--- config.mk ---
export PLATFORM = sky130hd
export DESIGN_NAME = pipe_stage_reg
export DESIGN_NICKNAME = d
export VERILOG_FILES = /design/src/rtl/pipe_pkg.sv /design/src/rtl/pipe_skid_buf.sv /design/src/rtl/pipe_stage_reg.sv
export SDC_FILE = /design/constraint.sdc
export NUM_CORES = 1
export LEC_CHECK = 0
export CORE_UTILIZATION = 65
export CTS_BUF_LIST = sky130_fd_sc_hd__clkbuf_4 sky130_fd_sc_hd__clkbuf_8
export CTS_CLUSTER_SIZE = 25
export DETAILED_ROUTE_END_ITERATION = 6
export DONT_BUFFER_PORTS = 1
export MAX_ROUTING_LAYER = met4
export PLACE_DENSITY_LB_ADDON = 0.25
export SKIP_CTS_REPAIR_TIMING = 1
export SYNTH_ARGS = -nofsm -noshare
export SYNTH_HDL_FRONTEND = slang
export SYNTH_SLANG_ARGS = --single-unit
--- constraint.sdc ---
create_clock -name clk -period 1.9 [get_ports clk]
set_input_delay 0.38 -clock clk [delete_from_list [all_inputs] [get_ports clk]]
set_output_delay 0.38 -clock clk [all_outputs]
set_load 0.01 [all_outputs]
--- src/rtl/pipe_pkg.sv ---
// pipe_pkg: shared types and defaults for the parametrised inter-stage register.
// Default widths match the original EXE/MEM bundle:
//   control = {wb_en, mem_read_en, mem_write_en}
//   data    = {alu_res[31:0], val_Rm[31:0], dest[3:0]}
package pipe_pkg;

  // Occupancy of the two-entry (primary + skid) buffer.
  typedef enum logic [1:0] {
    EMPTY = 2'd0,
    ONE   = 2'd1,
    TWO   = 2'd2
  } occ_e;

  localparam int CTRL_W_DEF = 3;
  localparam int DATA_W_DEF = 68;

  // Value the control bundle takes when no beat is presented (a bubble).
  localparam logic [CTRL_W_DEF-1:0] CTRL_ZERO = '0;

endpackage

--- src/rtl/pipe_skid_buf.sv ---
// pipe_skid_buf: skid entry and occupancy FSM for the two-entry buffer mode.
// Instantiated by pipe_stage_reg only when PIPE_SKID_EN is defined. It tells the
// top when to load the primary register from the input or from the skid entry.
// It also produces the registered ready, which keeps out_ready out of the in_ready path.
module pipe_skid_buf
  import pipe_pkg::*;
#(
  parameter int CTRL_W = CTRL_W_DEF,
  parameter int DATA_W = DATA_W_DEF
) (
  input  logic              clk,
  input  logic              rst,
  input  logic              flush,
  input  logic              freeze,
  input  logic              accept,
  input  logic              handoff,
  input  logic [CTRL_W-1:0] in_ctrl,
  input  logic [DATA_W-1:0] in_data,
  output logic              prim_vld,
  output logic              ready_q,
  output logic              prim_ld_in,
  output logic              prim_ld_skid,
  output logic [CTRL_W-1:0] skid_ctrl,
  output logic [DATA_W-1:0] skid_data
);

  occ_e occ, occ_nxt;
  logic skid_ld;

  assign prim_vld = (occ != EMPTY);

  // Next occupancy and load steering; flush empties, freeze holds everything.
  always_comb begin
    occ_nxt      = occ;
    prim_ld_in   = 1'b0;
    prim_ld_skid = 1'b0;
    skid_ld      = 1'b0;
    if (flush) begin
      occ_nxt = EMPTY;
    end else if (!freeze) begin
      case (occ)
        EMPTY: begin
          if (accept) begin
            occ_nxt    = ONE;
            prim_ld_in = 1'b1;
          end
        end
        ONE: begin
          if (accept && !handoff) begin
            occ_nxt = TWO;
            skid_ld = 1'b1;
          end else if (accept && handoff) begin
            prim_ld_in = 1'b1;
          end else if (handoff) begin
            occ_nxt = EMPTY;
          end
        end
        TWO: begin
          if (handoff) begin
            occ_nxt      = ONE;
            prim_ld_skid = 1'b1;
          end
        end
        default: occ_nxt = EMPTY;
      endcase
    end
  end

  // Occupancy state and registered ready (ready whenever the next state is not full).
  always_ff @(posedge clk or negedge rst) begin
    if (!rst) begin
      occ     <= EMPTY;
      ready_q <= 1'b0;
    end else begin
      occ     <= occ_nxt;
      ready_q <= (occ_nxt != TWO);
    end
  end

  // Skid entry: captures the beat that arrives while the primary is stalled.
  always_ff @(posedge clk or negedge rst) begin
    if (!rst) begin
      skid_ctrl <= '0;
      skid_data <= '0;
    end else if (flush) begin
      skid_ctrl <= '0;
    end else if (skid_ld) begin
      skid_ctrl <= in_ctrl;
      skid_data <= in_data;
    end
  end

endmodule

--- src/rtl/pipe_stage_reg.sv ---
// pipe_stage_reg: parametrised inter-stage pipeline register with valid/ready,
// freeze (hold) and flush (bubble insert), plus a saturating back-pressure counter.
// Optional build macro PIPE_SKID_EN: adds a skid entry (pipe_skid_buf) so that
// in_ready is registered and does not depend combinationally on out_ready.
// Without the macro the stage holds a single entry.
module pipe_stage_reg
  import pipe_pkg::*;
#(
  parameter int CTRL_W = CTRL_W_DEF,
  parameter int DATA_W = DATA_W_DEF,
  parameter int CNT_W  = 16
) (
  input  logic              clk,
  input  logic              rst,
  input  logic              flush,
  input  logic              freeze,
  input  logic              in_valid,
  output logic              in_ready,
  input  logic [CTRL_W-1:0] in_ctrl,
  input  logic [DATA_W-1:0] in_data,
  output logic              out_valid,
  input  logic              out_ready,
  output logic [CTRL_W-1:0] out_ctrl,
  output logic [DATA_W-1:0] out_data,
  output logic [CNT_W-1:0]  stall_cnt
);

  function automatic logic [CNT_W-1:0] sat_inc(input logic [CNT_W-1:0] v);
    return (&v) ? v : v + {{(CNT_W-1){1'b0}}, 1'b1};
  endfunction

  logic              vld_p1;
  logic [CTRL_W-1:0] ctrl_p1;
  logic [DATA_W-1:0] data_p1;
  logic              accept;
  logic              handoff;

  // A beat shown during a flush cycle can still leave; freeze alone hides it.
  assign out_valid = vld_p1 && (flush || !freeze);
  assign handoff   = out_valid && out_ready;
  assign accept    = in_valid && in_ready;
  assign out_ctrl  = out_valid ? ctrl_p1 : CTRL_W'(CTRL_ZERO);
  assign out_data  = data_p1;

`ifdef PIPE_SKID_EN
  logic              ready_q;
  logic              prim_ld_in;
  logic              prim_ld_skid;
  logic [CTRL_W-1:0] skid_ctrl;
  logic [DATA_W-1:0] skid_data;

  assign in_ready = ready_q && !freeze && !flush;

  pipe_skid_buf #(
    .CTRL_W (CTRL_W),
    .DATA_W (DATA_W)
  ) u_skid (
    .clk          (clk),
    .rst          (rst),
    .flush        (flush),
    .freeze       (freeze),
    .accept       (accept),
    .handoff      (handoff),
    .in_ctrl      (in_ctrl),
    .in_data      (in_data),
    .prim_vld     (vld_p1),
    .ready_q      (ready_q),
    .prim_ld_in   (prim_ld_in),
    .prim_ld_skid (prim_ld_skid),
    .skid_ctrl    (skid_ctrl),
    .skid_data    (skid_data)
  );

  // Stage p1 (primary): loaded from the input or refilled from the skid entry.
  always_ff @(posedge clk or negedge rst) begin
    if (!rst) begin
      ctrl_p1 <= '0;
      data_p1 <= '0;
    end else if (flush) begin
      ctrl_p1 <= '0;
    end else if (prim_ld_in) begin
      ctrl_p1 <= in_ctrl;
      data_p1 <= in_data;
    end else if (prim_ld_skid) begin
      ctrl_p1 <= skid_ctrl;
      data_p1 <= skid_data;
    end
  end
`else
  // A full entry can still accept when it is handed off in the same cycle.
  assign in_ready = !freeze && !flush && (!vld_p1 || out_ready);

  // Stage p1 (single entry): replace on accept, empty on handoff alone.
  always_ff @(posedge clk or negedge rst) begin
    if (!rst) begin
      vld_p1  <= 1'b0;
      ctrl_p1 <= '0;
      data_p1 <= '0;
    end else if (flush) begin
      vld_p1  <= 1'b0;
      ctrl_p1 <= '0;
    end else if (!freeze) begin
      if (accept) begin
        vld_p1  <= 1'b1;
        ctrl_p1 <= in_ctrl;
        data_p1 <= in_data;
      end else if (handoff) begin
        vld_p1 <= 1'b0;
      end
    end
  end
`endif

  // Count cycles where a presented beat is refused downstream; only reset clears.
  always_ff @(posedge clk or negedge rst) begin
    if (!rst) begin
      stall_cnt <= '0;
    end else if (out_valid && !out_ready) begin
      stall_cnt <= sat_inc(stall_cnt);
    end
  end

endmodule
==> results by group, run 1 <==
Status
  – Status: finished with violations
  – Failing checks: negative hold slack

Synthesis
  – Avg Synthesized Cell Area: 15.4 um2
  – Synth unique cells: 33
  – Flops & latches, synth: between 80 and 90
  – Mapped Cells: 246
  – Yosys synthesis warning count: 0
  – Cell Area, Synth: 3800 um2
  – Sequential share of the synthesized area: 58.0%
  – Post-synth net total: 324

Timing
  – Final Skew: around 13 ps
  – WHS: -275 ps
  – Least-Margin Pin Slew: 387 ps
  – Max-slew headroom: 74.0%
  – Pins Over Slew Limit: 0
  – Setup Viol. Count Final: 0
  – Fmax: 567 MHz
  – TNS Setup: 0 ps
  – Final Hold Vio Count: 88
  – Final period util: between 90% and 100%
  – Tmin final: around 1800 ps
  – Unrepaired setup endpoints after global routing: false

Drt
  – Vias: 2004
  – Post-Route WL: roughly 7.1 mm
  – Pre-antenna DRT Iters: 4
  – Via-per-instance ratio: 5.96
  – DR WL/cell: 21.1 um
  – Initial DRC count: 90
  – Routed Antenna Nets: 0
  – DRC errors left: 0

Clocking
  – CTS tree: built
  – Root Buffer: clkbuf_8
  – CTS sink cnt: just under 90
  – CTS Buffer Depth: 2
  – Clk Latency, worst-skew pair: 340 ps
  – H-tree depth: 3
  – CTS buffer count: 9
  – Clock slew at reported path FFs: 80 ps

Power
  – P per Cell Area: 1100 nW/um2
  – Leak: 2.03 nW
  – Seq pwr share: 58.7%
  – Int Power: 3.30 mW
  – NetSw: about 1.2 mW
  – Switch share: between 20 and 30%
  – Combinational Power Share: 12.6%
  – Part of the power in the clock network: 28.7%
  – Peak VDD IR: 0.677 mV

Finish
  – Most common cell after layout, fill and taps aside: dfrtp_1
  – Diode count: 0
  – Share of layout cells above drive strength 1: 38.6%
  – Final #Nets: about 340
  – Area growth syn-to-layout: 8.23%
  – Final Instance Area: 4110 um2
  – Most frequent cells in the layout: dfrtp_1 (88), mux2_4 (54), mux2_2 (17), clkbuf_8 (10)
  – Fill count: around 350

Worst setup path
  – Worst setup SP type: flop
  – Critical Path Sink Type: flop
  – Critical path type: reg2reg
  – Crit-path max FO: 37
  – Critical path arrival: between 1500 and 2000 ps
  – CP required: 2130 ps

Placement
  – Post-DP HPWL: 4.92 mm
  – Placed Area: about 3900 um2
  – Buffers on Ports: 0
  – Placer Congestion: 0.795

Die
  – Die width: 78.4 um
  – Cell Rows: 27
  – Die area: about 6000 um2
  – Core footprint: approximately 5600 um2
  – Ports: ~170
  – Chip height: 78.4 um
  – Starting Density: 68.1%

Flow run
  – Max cap viols: 0

GRT
  – Largest net degree at the start of global routing: 89
  – All-Layer GR Usage: 24.3%
  – Vias in the first global route: 2085
  – Grt ovf: 0
  – First-pass GRT wire length: about 11 mm
  – Initial antenna violation count: 0

Worst hold path
  – Hold crit path type: in2async
==> worst paths after layout <==
kind	start	end	slack, ps	cells past startpoint
min in group clk	flush	vld_p1	100	1
hold reg to reg	ctrl_p1[2]	ctrl_p1[2]	520	2
setup / recovery	vld_p1	out_data[4]	140	4
hold / removal	rst	out_data[67]	-270	0
setup reg to reg	vld_p1	out_data[4]	140	4
max in group asynchronous	rst	stall_cnt[0]	2060	0
==> critical path, stage by stage, from the launching register on <==
cell and delay [ps]:
dfrtp_1 430, nor2b_4 140, or4b_4 520, buf_12 220, mux2_4 330
==> metrics by stage <==
| step | std cells | hold WS [ps] | utilization, % | setup WS [ps] | total power, mW |
|---|---|---|---|---|---|
| after floorplan | 246 | 84.4 | - | 173 | 3.12 |
| after CTS | 336 | -286 | 73.8 | 130 | 4.56 |
| after global routing | 336 | -299 | 73.8 | 31.1 | 4.71 |
| after detailed placement | 320 | 85.9 | 70.1 | 155 | 3.25 |
| final | 336 | -275 | 73.8 | 137 | 4.52 |
| after global placement | 320 | 85.8 | 70.1 | 188 | 3.22 |
==> cell families (layout without fill, tap and decap cells) <==
family | Yosys count | count (layout) | share of synthesized area [%]
and+or+nand+nor | 50 | 50 | 8.14
muxes | 72 | 72 | 26.6
adders and majority gates | 1 | 1 | 0.329
buffers and inverters | 13 | 31 | 2.73
AOI/OAI and AO/OA | 11 | 11 | 1.65
DFF | 88 | 88 | 58.0
xor gates and xnor gates | 11 | 11 | 2.54
==> synthesized netlist by cell type <==
cell type  instances  area (um2)
nand4b_1           1        8.76
mux2_4            54         811
nand4_1            2        12.5
nand3b_1           3        22.5
and3_1             5        31.3
xor2_1             9        78.8
a211oi_1           1        7.51
nand3_1            5        25.0
or4b_4             1        13.8
nor4b_1            3        26.3
nor2b_4            1        13.8
dfrtp_1           88        2200
and2_1             2        12.5
inv_1              4        15.0
nor3_1             2        10.0
buf_6              7        78.8
nand2b_1           2        12.5
or2_1              1        6.26
or4b_1             1        10.0
o21ai_0            5        25.0
a21oi_1            4        20.0
o32a_1             1        10.0
nor4_1             3        18.8
xnor2_1            2        17.5
ha_1               1        12.5
mux2_2            17         191
and4_1             1        8.76
mux2i_1            1        10.0
nor2_1             7        26.3
buf_2              2        10.0
nand3_2            1        10.0
nor3_2             1        10.0
nand2_1            8        30.0
==> routing by layer <==
metal / track usage [%] / share of wire [%] / wire, um
met1: 30.2 / 40 / 2860
met2: 37.0 / 48 / 3390
met3: 8.72 / 10 / 719
met4: 8.70 / 1.4 / 101
met5: - / 0 / 0
==> state kept, by name, summed over array words and instances, names as in the netlist <==
signal and cells:
stall_cnt 16, out_data 68, vld_p1 1, ctrl_p1 3
==> power by group through the flow <==
| stage | sequential (mW) | clock, mW | combinational (mW) |
|---|---|---|---|
| 2_1_floorplan | 2.60 | 0 | 0.519 |
| 3_3_place_gp | 2.68 | 0 | 0.537 |
| 3_5_place_dp | 2.69 | 0 | 0.566 |
| 4_1_cts | 2.66 | 1.33 | 0.575 |
| 5_1_grt | 2.70 | 1.40 | 0.613 |
| 6_report | 2.65 | 1.30 | 0.569 |
==> final cells by class <==
| type | instances | area, um2 | share of cell area, % |
|---|---|---|---|
| flip-flops and latches | 88 | 2200 | 53.6 |
| multi-input cells | 145 | 1490 | 36.3 |
| clock buffers | 12 | 153 | 3.71 |
| repair buffers | 11 | 108 | 2.62 |
| well taps | 72 | 90.1 | 2.19 |
| clock inverters | 4 | 51.3 | 1.25 |
| inverters | 4 | 15.0 | 0.365 |
(Power assumes the default switching activity.)
==> run 2, diff against run 1 <==
--- a/config.mk
+++ b/config.mk
@@ -5,8 +5,9 @@
 export SDC_FILE = /design/constraint.sdc
 export NUM_CORES = 1
 export LEC_CHECK = 0
-export CORE_UTILIZATION = 65
+export CORE_UTILIZATION = 47
 export CTS_BUF_LIST = sky130_fd_sc_hd__clkbuf_4 sky130_fd_sc_hd__clkbuf_8
+export CTS_CLUSTER_DIAMETER = 80
 export CTS_CLUSTER_SIZE = 25
 export DETAILED_ROUTE_END_ITERATION = 6
 export DONT_BUFFER_PORTS = 1
==> results by group, run 2 (same netlist as run 1, synthesis figures left out) <==
Status
  – Status: finished with violations (unchanged)
  – Failing checks: negative hold slack (unchanged)

Timing
  – Max-slew headroom: 76.7% (was 74.0%)
  – WHS: -284 ps (was -275 ps)
  – Final period util: 96.3% (was 92.8%)
  – Setup Viol. Count Final: 0 (unchanged)
  – TNS Setup: 0 ps (unchanged)
  – Fmax: 546 MHz (was 567 MHz)
  – Final Hold Vio Count: 88 (unchanged)
  – Tmin final: 1830 ps (was 1760 ps)
  – Least-Margin Pin Slew: 344 ps (was 387 ps)
  – Unrepaired setup endpoints after global routing: false (unchanged)
  – Final Skew: 12.4 ps (was 12.6 ps)
  – Pins Over Slew Limit: 0 (unchanged)

Worst setup path
  – Worst setup SP type: flop (unchanged)
  – Critical Path Sink Type: flop (unchanged)
  – Crit-path max FO: 40 (was 37)
  – Critical path type: reg2reg (unchanged)
  – Critical path arrival: 2050 ps (was 1990 ps)
  – CP required: 2120 ps (was 2130 ps)

Drt
  – DR WL/cell: 19.0 um (was 21.1 um)
  – Vias: 2017 (was 2004)
  – Routed Antenna Nets: 0 (unchanged)
  – Post-Route WL: 7.01 mm (was 7.07 mm)
  – Via-per-instance ratio: 5.48 (was 5.96)
  – Initial DRC count: 58 (was 90)
  – DRC errors left: 0 (unchanged)
  – Pre-antenna DRT Iters: 4 (unchanged)

Die
  – Chip height: 91.9 um (was 78.4 um)
  – Ports: 166 (unchanged)
  – Core footprint: 7770 um2 (was 5570 um2)
  – Starting Density: 48.9% (was 68.1%)
  – Die width: 91.9 um (was 78.4 um)
  – Die area: 8450 um2 (was 6150 um2)
  – Cell Rows: 32 (was 27)

Clocking
  – CTS Buffer Depth: 2 (unchanged)
  – H-tree depth: 3 (unchanged)
  – Clock slew at reported path FFs: 100 ps (was 80 ps)
  – Clk Latency, worst-skew pair: 340 ps (about the same)
  – Root Buffer: clkbuf_8 (unchanged)
  – CTS tree: built (unchanged)
  – CTS sink cnt: 88 (unchanged)
  – CTS buffer count: 9 (unchanged)

Placement
  – Inst Count DP: 351 (was 320)
  – Buffers on Ports: 0 (unchanged)
  – Post-DP HPWL: 4.79 mm (was 4.92 mm)
  – Placer Congestion: 0.815 (was 0.795)

Power
  – Leak: 2.02 nW (was 2.03 nW)
  – Total power: 4.40 mW (was 4.52 mW)
  – P per Cell Area: 1060 nW/um2 (was 1100 nW/um2)
  – Peak VDD IR: 0.669 mV (was 0.677 mV)

GRT
  – Grt ovf: 0 (unchanged)
  – All-Layer GR Usage: 17.2% (was 24.3%)
  – Initial antenna violation count: 1 (was 0)
  – First-pass GRT wire length: 10.9 mm (was 10.8 mm)
  – Largest net degree at the start of global routing: 89 (unchanged)
  – Vias in the first global route: 2089 (was 2085)

Finish
  – Most common cell after layout, fill and taps aside: dfrtp_1 (unchanged)
  – Max FFs per register: 68 (unchanged)
  – Fin util: 53.3% (was 73.8%)
  – Area growth syn-to-layout: 8.89% (was 8.23%)
  – Most frequent cells in the layout: dfrtp_1 (88), mux2_4 (54), mux2_2 (17), buf_4 (10) (was dfrtp_1 (88), mux2_4 (54), mux2_2 (17), clkbuf_8 (10))
  – Final #Nets: 338 (was 337)
  – Share of layout cells above drive strength 1: 38.9% (was 38.6%)
  – Fill count: 651 (was 348)
  – Final std cells w/o fill: 368 (was 336)

Worst hold path
  – Hold crit path type: in2async (unchanged)

Flow run
  – Max cap viols: 0 (unchanged)
-- run 2: changes by cell type in the layout (fill, tap and decap cells not counted), sizes merged --
| cell | previous run | this run |
|---|---|---|
| clkbuf | 12 | 10 |
| inv | 5 | 7 |
| buf | 11 | 12 |
| bufinv | 1 | 0 |
| clkinvlp | 1 | 2 |
| diode | 0 | 1 |
-- run 2: metal layers --
layer	up-vias	wire length (um)	global-route usage (%)	share of wire, %
met5	-	0	-	0
met4	0	96	6.12	1.4
met3	9	778	7.46	11
met2	114	3140	24.6	45
met1	999	2990	21.7	43
li1	895	-	-	-
-- run 2: worst paths after layout --
path	end	depth (start not counted)	slack [ps]	startpoint
setup / recovery	out_data[50]	4	70	vld_p1
hold / removal	out_data[10]	0	-280	rst
setup reg to reg	out_data[50]	4	70	vld_p1
hold reg to reg	ctrl_p1[0]	2	520	ctrl_p1[0]
max in group asynchronous	stall_cnt[2]	0	2040	rst
min in group clk	vld_p1	1	100	flush
-- run 2: worst max-delay path: stages, from the launching register on --
cell and delay, ps:
dfrtp_1 420, nor2b_4 140, or4b_4 560, buf_12 230, mux2_4 330
-- run 2: through the flow --
stage / area, um2 / worst slack (ps) / hold slack [ps]
after global placement: 3950 / 127 / 85.9
final: 4140 / 70.1 / -284
after CTS: 4130 / 75.0 / -304
after global routing: 4140 / 22.5 / -316
after detailed placement: 3950 / 84.7 / 86.4
after floorplan: 3800 / 173 / 84.4
-- run 2: power by group --
part | internal (mW) | switching [mW]
Clock | 0.507 | 0.682
Combinational | 0.416 | 0.146
Sequential | 2.21 | 0.434
-- run 2: area by class of cell --
cell class | instances | area, um2 | share of cell area, %
timing repair buffer | 12 | 115 | 2.78
clock inverter | 6 | 50.0 | 1.21
antenna | 1 | 2.50 | 0.0605
sequential | 88 | 2200 | 53.2
tap | 102 | 128 | 3.09
inverter | 4 | 15.0 | 0.363
clock buffer | 10 | 131 | 3.18
multi-input combinational | 145 | 1490 | 36.1
==> run 3, diff against run 2 <==
--- a/config.mk
+++ b/config.mk
@@ -12,7 +12,7 @@
 export DETAILED_ROUTE_END_ITERATION = 6
 export DONT_BUFFER_PORTS = 1
 export MAX_ROUTING_LAYER = met4
-export PLACE_DENSITY_LB_ADDON = 0.25
+export PLACE_DENSITY_LB_ADDON = 0.2
 export SKIP_CTS_REPAIR_TIMING = 1
 export SYNTH_ARGS = -nofsm -noshare
 export SYNTH_HDL_FRONTEND = slang
==> results by group, run 3 (same netlist as run 1, synthesis figures left out) <==
Status
  – Status: finished with violations (unchanged)
  – Failing checks: negative hold slack (unchanged)

Die
  – Ports: 166 (unchanged)
  – Chip height: 91.9 um (unchanged)
  – Core footprint: 7770 um2 (unchanged)
  – Starting Density: 48.9% (unchanged)
  – Die area: 8450 um2 (unchanged)
  – Die width: 91.9 um (unchanged)
  – Cell Rows: 32 (unchanged)

Worst setup path
  – Critical path arrival: 2030 ps (was 2050 ps)
  – Slowest-stage cell, CP: dfrtp_1 (was or4b_4)
  – Worst setup SP type: flop (unchanged)
  – CP required: 2160 ps (was 2120 ps)
  – Critical path's top delay family: simple AND/OR/NAND/NOR gates (unchanged)
  – Crit-path max FO: 5 (was 40)
  – Critical path type: reg2reg (unchanged)
  – Worst Path Buf+Inv: 0 (was 1)
  – Critical Path Source: stall_cnt[0] (was vld_p1)
  – Reg-to-Reg End: stall_cnt[14] (was out_data[50])
  – Critical Path Sink Type: flop (unchanged)
  – R2r worst-path depth: 5 (was 4)
  – WP depth: 5 (was 4)
  – R2R Setup Slk: 130 ps (was 70 ps)
  – CP Capture Point: stall_cnt[14] (was out_data[50])
  – Reg-to-reg startpoint: stall_cnt[0] (was vld_p1)
  – Worst-path cell chain: ha_1 > and2_1 > nand4_1 > nor4_1 > xor2_1 (was nor2b_4 > or4b_4 > buf_12 > mux2_4)
  – CP peak stage delay: 460 ps (was 560 ps)

Timing
  – Tmin final: 1770 ps (was 1830 ps)
  – Unrepaired setup endpoints after global routing: false (unchanged)
  – Max-slew headroom: 77.0% (was 76.7%)
  – Setup Viol. Count Final: 0 (unchanged)
  – Fmax: 565 MHz (was 546 MHz)
  – Final Hold Vio Count: 88 (unchanged)
  – Pins Over Slew Limit: 0 (unchanged)
  – TNS Setup: 0 ps (unchanged)
  – WHS: -279 ps (was -284 ps)
  – Final period util: 93.2% (was 96.3%)
  – Least-Margin Pin Slew: 340 ps (was 344 ps)
  – Final Skew: 6.08 ps (was 12.4 ps)

GRT
  – Initial antenna violation count: 0 (was 1)
  – Largest net degree at the start of global routing: 89 (unchanged)
  – Vias in the first global route: 2084 (was 2089)
  – Met1 usage: 21.4% (was 21.7%)
  – First-pass GRT wire length: 10.9 mm (about the same)
  – Met2 GRT Util: 25.8% (was 24.6%)
  – All-Layer GR Usage: 17.1% (was 17.2%)
  – Grt peak-use layer: met2 (unchanged)
  – GR Util met3: 6.38% (was 7.46%)
  – Grt ovf: 0 (unchanged)

Drt
  – Via-per-instance ratio: 5.39 (was 5.48)
  – Post-Route WL: 6.90 mm (was 7.01 mm)
  – Routed Antenna Nets: 0 (unchanged)
  – DRC errors left: 0 (unchanged)
  – Pre-antenna DRT Iters: 4 (unchanged)
  – Initial DRC count: 62 (was 58)
  – Vias: 1973 (was 2017)
  – DR WL/cell: 18.8 um (was 19.0 um)

Finish
  – Max FFs per register: 68 (unchanged)
  – Final #Nets: 338 (unchanged)
  – Most frequent cells in the layout: dfrtp_1 (88), mux2_4 (54), mux2_2 (17), buf_4 (10) (unchanged)
  – Area growth syn-to-layout: 9.88% (was 8.89%)
  – Share of layout cells above drive strength 1: 39.0% (was 38.9%)
  – Final std cells w/o fill: 366 (was 368)
  – Most common cell after layout, fill and taps aside: dfrtp_1 (unchanged)
  – Diode count: 0 (was 1)

Worst hold path
  – Hold crit path type: in2async (unchanged)

Placement
  – Inst Count DP: 351 (unchanged)
  – Placer Congestion: 0.782 (was 0.815)
  – Buffers on Ports: 0 (unchanged)
  – Post-DP HPWL: 4.80 mm (was 4.79 mm)

Clocking
  – Clock slew at reported path FFs: 90 ps (was 100 ps)
  – CTS buffer count: 9 (unchanged)
  – CTS sink cnt: 88 (unchanged)
  – CTS tree: built (unchanged)
  – CTS Buffer Depth: 2 (unchanged)
  – H-tree depth: 3 (unchanged)
  – Root Buffer: clkbuf_8 (unchanged)
  – Clk Latency, worst-skew pair: 340 ps (about the same)

Power
  – P per Cell Area: 1100 nW/um2 (was 1060 nW/um2)
  – Peak VDD IR: 0.544 mV (was 0.669 mV)
  – Leak: 2.04 nW (was 2.02 nW)

Flow run
  – Max cap viols: 0 (unchanged)
run 3: cell count changes in the layout (fill, tap and decap cells not counted):
cell / change
nor4b_1: -1
clkbuf_4: -1
inv_6: -1
clkinv_2: +1
clkinvlp_4: -2
diode_2: -1
nor4b_2: +1
bufinv_16: +2
run 3: power breakdown:
group	internal (mW)	switching [mW]	leakage, nW
Combinational	0.416	0.146	0.857
Clock	0.743	0.643	0.110
Sequential	2.21	0.438	1.08
Total	3.37	1.23	2.04
run 3: routing by layer:
layer  vias up  wire length, um
met2        99             3310
met4         0               87
met3        10              623
li1        895                -
met5         -                0
met1       969             2880
run 3: how the worst min path moves through the flow:
stage / depth (start not counted) / start / slack [ps] / end
2_1_floorplan: 0 / rst / 80 / ctrl_p1[0]
3_3_place_gp: 0 / rst / 90 / out_data[18]
3_5_place_dp: 0 / rst / 90 / out_data[13]
4_1_cts: 0 / rst / -300 / out_data[13]
5_1_grt: 0 / rst / -310 / out_data[13]
6_report: 0 / rst / -280 / out_data[13]
run 3: cell type report:
type	instances	area, um2
clock buffer	9	124
clock inverter	6	91.3
fill	639	3590
inverter	4	15.0
multi-input combinational	145	1500
sequential	88	2200
tap	102	128
timing repair buffer	12	115
run 3: metrics by stage:
stage | area [um2] | util (%) | power, mW | hold slack (ps) | worst slack, ps
after floorplan | 3800 | - | 3.12 | 84.4 | 173
after global placement | 3950 | 50.9 | 3.23 | 86.0 | 173
after detailed placement | 3950 | 50.9 | 3.26 | 86.0 | 152
after CTS | 4170 | 53.7 | 4.67 | -305 | 138
after global routing | 4170 | 53.7 | 4.83 | -312 | 6.56
final | 4170 | 53.7 | 4.60 | -279 | 129
run 3: worst reg2reg max path, delay by kind of cell (launching register included):
kind                       cells  cell delay [ps]
adders and majority gates      1              230
and+or+nand+nor                3              820
DFF                            1              460
xor gates and xnor gates       1              180
